==> config.mk <==
export PLATFORM = sky130hd
export DESIGN_NAME = maxsonar_pwm_decoder
export DESIGN_NICKNAME = d
export VERILOG_FILES = /design/src/rtl/maxsonar_pkg.sv /design/src/rtl/maxsonar_pwm_decoder_sync_2ff.sv /design/src/rtl/maxsonar_pwm_decoder.sv
export SDC_FILE = /design/constraint.sdc
export NUM_CORES = 1
export LEC_CHECK = 0
export ABC_AREA = 1
export BUFFER_PORTS_ARGS = -buffer_cell sky130_fd_sc_hd__clkbuf_2
export CAP_MARGIN = 20
export CORE_ASPECT_RATIO = 0.9
export CORE_MARGIN = 5
export CORE_UTILIZATION = 59
export DETAILED_ROUTE_END_ITERATION = 7
export PLACE_DENSITY = 0.77
export SETUP_SLACK_MARGIN = 0.15
export SYNTH_ARGS = -nofsm -noshare
export SYNTH_HDL_FRONTEND = slang
export SYNTH_SLANG_ARGS = --single-unit
==> constraint.sdc <==
create_clock -name clk -period 2.22 [get_ports clk]
set_input_delay 0.222 -clock clk [delete_from_list [all_inputs] [get_ports clk]]
set_output_delay 0.222 -clock clk [all_outputs]
set_load 0.005 [all_outputs]
==> src/rtl/maxsonar_pkg.sv <==
// maxsonar_pkg: shared FSM states and default constants for the MaxSonar PW decoder
package maxsonar_pkg;
    typedef enum logic [1:0] {ARM, WAIT_RISE, MEASURE, PUBLISH} state_t;
    localparam int CLKS_PER_INCH_DEF = 14700;
    localparam int TIMEOUT_CYCLES_DEF = 10_000_000;
    localparam logic [7:0] INCH_MAX = 8'd255;
endpackage

==> src/rtl/maxsonar_pwm_decoder_sync_2ff.sv <==
// sync_2ff: two-flop synchronizer for a single asynchronous input
module sync_2ff (
    input  logic clk,
    input  logic reset,
    input  logic d,
    output logic q
);
    logic meta;
    // shift the raw input through two flops to resolve metastability
    always_ff @(posedge clk or negedge reset)
        if (!reset) {q, meta} <= 2'b00;
        else {q, meta} <= {meta, d};
endmodule

==> src/rtl/maxsonar_pwm_decoder.sv <==
// maxsonar_pwm_decoder: converts MaxSonar PW high time to inches with a loss-of-sensor watchdog
module maxsonar_pwm_decoder
    import maxsonar_pkg::*;
#(
    parameter int CLKS_PER_INCH = CLKS_PER_INCH_DEF,
    parameter int TIMEOUT_CYCLES = TIMEOUT_CYCLES_DEF
) (
    input  logic       clk,
    input  logic       reset,
    input  logic       pw,
    output logic [7:0] distance,
    output logic       new_dist,
    output logic       overrange,
    output logic       sensor_lost
);
    localparam int PW = $clog2(CLKS_PER_INCH + 1);
    localparam logic [PW-1:0] PRESC_LAST = PW'(CLKS_PER_INCH - 1);
    localparam logic [23:0] TIMEOUT = 24'(TIMEOUT_CYCLES);
    logic pw_s, pw_d, rise, fall, wrap, sat;
    logic [PW-1:0] presc;
    logic [7:0] inch;
    logic [1:0] arm_cnt;
    logic [23:0] wd;
    state_t state;
    sync_2ff u_sync (.clk(clk), .reset(reset), .d(pw), .q(pw_s));
    assign rise = pw_s & ~pw_d;
    assign fall = ~pw_s & pw_d;
    assign wrap = presc == PRESC_LAST;
    // previous synchronized level for edge detection
    always_ff @(posedge clk or negedge reset)
        if (!reset) pw_d <= 1'b0;
        else pw_d <= pw_s;
    // measurement FSM; ARM waits for the synchronizer to settle so a pulse in flight at reset is skipped
    always_ff @(posedge clk or negedge reset) begin
        if (!reset) begin
            state <= ARM;
            arm_cnt <= '0;
            presc <= '0;
            inch <= '0;
            sat <= 1'b0;
            distance <= '0;
            new_dist <= 1'b0;
            overrange <= 1'b0;
        end else begin
            new_dist <= 1'b0;
            case (state)
                ARM: begin
                    if (arm_cnt != 2'd3) arm_cnt <= arm_cnt + 2'd1;
                    else if (!pw_s) state <= WAIT_RISE;
                end
                WAIT_RISE: begin
                    if (rise) begin
                        presc <= '0;
                        inch <= '0;
                        sat <= 1'b0;
                        state <= MEASURE;
                    end
                end
                MEASURE: begin
                    presc <= wrap ? '0 : presc + PW'(1);
                    if (wrap) begin
                        if (inch == INCH_MAX) sat <= 1'b1;
                        else inch <= inch + 8'd1;
                    end
                    if (fall) state <= PUBLISH;
                end
                PUBLISH: begin
                    distance <= inch;
                    overrange <= sat;
                    new_dist <= 1'b1;
                    state <= WAIT_RISE;
                end
                default: state <= ARM;
            endcase
        end
    end
    // watchdog: any rising edge restarts it; reaching the limit flags the sensor as lost
    always_ff @(posedge clk or negedge reset) begin
        if (!reset) begin
            wd <= '0;
            sensor_lost <= 1'b0;
        end else if (rise) begin
            wd <= '0;
            sensor_lost <= 1'b0;
        end else begin
            if (wd != '1) wd <= wd + 24'd1;
            if (wd >= TIMEOUT) sensor_lost <= 1'b1;
        end
    end
endmodule

==> summary.md <==
| Metric | Value |
|---|---|
| Relative slew slack | between 70 and 80% |
| Most used DFF post-synth | dfrtp_1 |
| Synth Net Count | between 500 and 600 |
| GR Util All Layers | 21.11% |
| First-pass GRT wire length | 13,630 um |
| Worst Path Class, Setup | reg2reg |
| Grt ovf | 0 |
| Post-synthesis sequential element count | 65 |
| DP HPWL | 5730 um |
| Synth top area share | roughly 43% |
| Fin nets | 546 |
| Clk Latency, worst-skew pair | roughly 0.34 ns |
| Design area | slightly above 0.004 sq mm |
| Crit path largest cell delay | 0.44 ns |
| CTS root buffer | clkbuf_8 |
| Leading post-synthesis cells by cell area | dfrtp_1 (43%), nand2_1 (16%), nor2_1 (7.4%), nand3_1 (6.0%), inv_1 (4.6%) |
| Share of power burned in registers | 42.2% |
| Worst path required time | 2.43 ns |
| Run status | finished clean |
| Psw | roughly 1.2 mW |
| Post-layout minimum cycle time | 1.867 ns |
| Gpl congestion | 0.8784 |
| EDFF count, synth | 0 |
| Deepest clock path buffer count | 2 |
| Family with the most delay on the worst path | simple AND/OR/NAND/NOR gates |
| VDD IR max | between 0.6 and 0.7 mV |
| Vias in the first global route | between 3k and 4k |
| Initial core utilization | between 60% and 70% |
| Worst Hold Class | in2async |
| Crit path max-delay cell type | dfrtp_1 |
| Routed Antenna Nets | 0 |
| Worst Max-Slew Pin Slew | ~0.44 ns |
| Clock power frac | roughly 28% |
| Syn_area_per_cell | between 7 and 8 sq um |
| Asr flop ratio synth | 100.0% |
| Die area | around 0.008 sq mm |
| Die H | about 86 um |
| Worst Slack Setup Final | ~0.35 ns |
| H-tree depth | 3 |
| Worst R2R Start | wd[0] |
| TritonCTS Buffers | 9 |
| Internal | approximately 2.3 mW |
| Worst Skew | 0.008446 ns |
| Core area | 0.006148 sq mm |
| Fmax | 535.5 MHz |
| Wirelength per Cell | roughly 12 um |
| Antenna violations before repair | 0 |
| Sequential fraction of the synthesis area | 43.46% |
| Final Routed Wirelength | around 7700 um |
| Fraction of layout cells with a size suffix above 1 | 12.10% |
| Synth warnings | 0 |
| Post-CTS sizing | 0 |
| Slew Limit Fails | 0 |
| R2r setup slk | ~0.35 ns |
| Initial DRT Pass Iterations | 7 |
| Reg2Reg Depth | 8 |
| Max capacitance violation total | 0 |
| Post-Syn Instances | around 500 |
| CP max FO | 24 |
| Clock sink total | 65 |
| Crit start category | flip-flop |
| CTS tree | done |
| Combinational share of power | about 30% |
| Area after DPL | about 0.0039 sq mm |
| # IOs | 14 |
| RSZ-0062 raised after global routing | false |
| Multi-input logic area | roughly 0.0019 sq mm |
| P per Cell Area | 855.4 mW/mm^2 |
| Final Setup Violations | 0 |
| Net Sw Frac | between 30% and 40% |
| Setup WS pre-CTS | about 0.36 ns |
| CP endpoint kind | flip-flop |
| CP most frequent cell | nor2_4 |
| Final hold viol count | 0 |
| Worst path depth | 8 |
| Buf+Inv Stages, Crit Path | 0 |
| CP Data Arrival Time | ~2.1 ns |
| Largest net degree at the start of global routing | between 50 and 60 |
| Distinct cells, synth | 34 |
| Synthesized area | approximately 0.0037 sq mm |
| Vias/cell | roughly 5.2 |
| Area leader, netlist | dfrtp_1 |
| TNS Setup | 0 ns |
| Leak pwr | ~2.0 nW |
| Final worst-path cycle share | around 84% |
| Register area | around 0.0016 sq mm |
| Area growth, synth to finish | 10.67% |
| DRC viols | 0 |
| # diodes | 0 |
| Critical-path cell list | ha_1, nand2_2, nor2_4, nand2_4, nor2_4, nand3_4, nand3_1, o21ai_1 |
| Initial DRC Count | ~180 |
| Die Wd | around 94 um |
| Final Power | around 3.5 mW |
| Fillers | about 540 |
| DR vias | between 3k and 4k |
| Port Buffers | 13 |
| FP Rows | 27 |
| R2r endpoint | wd[0] |
| Clock slew at the register clock pins of the worst setup and hold paths | 0.07 ns |
==> worst max-delay path by stage <==
stage	to	slack, ns	startpoint
final	wd[0]	0.35	wd[0]
after CTS	wd[0]	0.35	wd[0]
after global placement	wd[0]	0.41	wd[0]
after detailed placement	wd[0]	0.36	wd[0]
after global routing	wd[0]	0.15	wd[0]
after floorplan	wd[8]	0.68	wd[0]
==> routing by layer <==
layer	wire [um]	GRT usage (%)	vias to the layer above
met5	0	0	-
met1	3557	25.88	1496
met4	146	6.955	0
li1	-	-	1678
met2	3704	36.23	63
met3	287	5.526	14
==> cells in the final DEF, fill, tap and decap left out, types with 2 or more instances in the layout <==
master	Yosys	layout
o21ai_0	7	7
nand2_1	157	157
ha_1	10	10
o21bai_1	4	4
inv_1	46	46
a31o_2	2	2
nor3_1	8	8
mux2_2	4	4
nand2_2	6	6
nor2_4	3	3
clkbuf_2	0	12
o21ai_1	9	9
clkinv_1	5	5
a21oi_2	2	2
buf_4	0	5
clkinv_2	0	2
nand3_1	45	45
xnor2_1	2	2
nor2_1	74	74
a21oi_1	13	13
xor2_1	2	2
or2_1	3	3
dfrtp_1	65	65
nand4_1	16	16
nor2_2	3	3
clkbuf_8	0	11
dlygate4sd3_1	0	2
o31ai_1	3	3
inv_2	6	6
==> Yosys cell counts (7+ instances only) <==
master   count
nand2_1    157
ha_1        10
o21ai_0      7
dfrtp_1     65
inv_1       46
nand4_1     16
a21oi_1     13
nand3_1     45
nor3_1       8
o21ai_1      9
nor2_1      74
==> per-stage QoR <==
step           std cells  util (%)  hold slack (ns)
2_1_floorplan        509         -         -0.07359
3_3_place_gp         607     63.86           0.1634
3_5_place_dp         607     63.86           0.1674
4_1_cts              624     67.36           0.3420
5_1_grt              624     67.36           0.3617
6_report             624     67.36           0.3418
==> cell families after synthesis <==
| group | Yosys count | synth area share (%) |
|---|---|---|
| AND/OR/NAND/NOR | 320 | 37.61 |
| buffers and inverters | 65 | 6.988 |
| flip-flops | 65 | 43.46 |
| AO/OA/AOI/OAI | 41 | 6.453 |
| adder cells (fa/ha/maj) | 10 | 3.343 |
| XOR/XNOR | 4 | 0.9363 |
| multiplexers | 4 | 1.204 |
==> layout make-up <==
cell class,instances,area share (%)
sequential,65,39.27
timing repair buffer,21,3.444
clock inverter,3,0.9668
clock buffer,12,3.746
inverter,57,5.166
tap,87,2.628
multi-input combinational,379,44.77
==> what timing repair did <==
action                                 in CTS  in global routing
hold buffers                                2                  0
setup buffers                               0                  0
endpoints found under the hold margin      16                  0
==> registers in the layout, summed over array words and instances (netlist names) <==
signal	count
wd	24
inch	8
presc	14
pw_d	1
state	2
sat	1
overrange	1
new_dist	1
u_sync.meta	1
distance	8
u_sync.q	1
arm_cnt	2
sensor_lost	1
==> power groups by stage <==
| stage | Clock [mW] | Sequential (mW) | Combinational (mW) |
|---|---|---|---|
| 2_1_floorplan | 0 | 1.50 | 0.718 |
| 4_1_cts | 1.02 | 1.50 | 1.07 |
| 3_3_place_gp | 0 | 1.51 | 1.02 |
| 6_report | 0.993 | 1.50 | 1.05 |
| 3_5_place_dp | 0 | 1.52 | 1.06 |
| 5_1_grt | 1.07 | 1.52 | 1.20 |
Power figures use the tool's default switching activity.
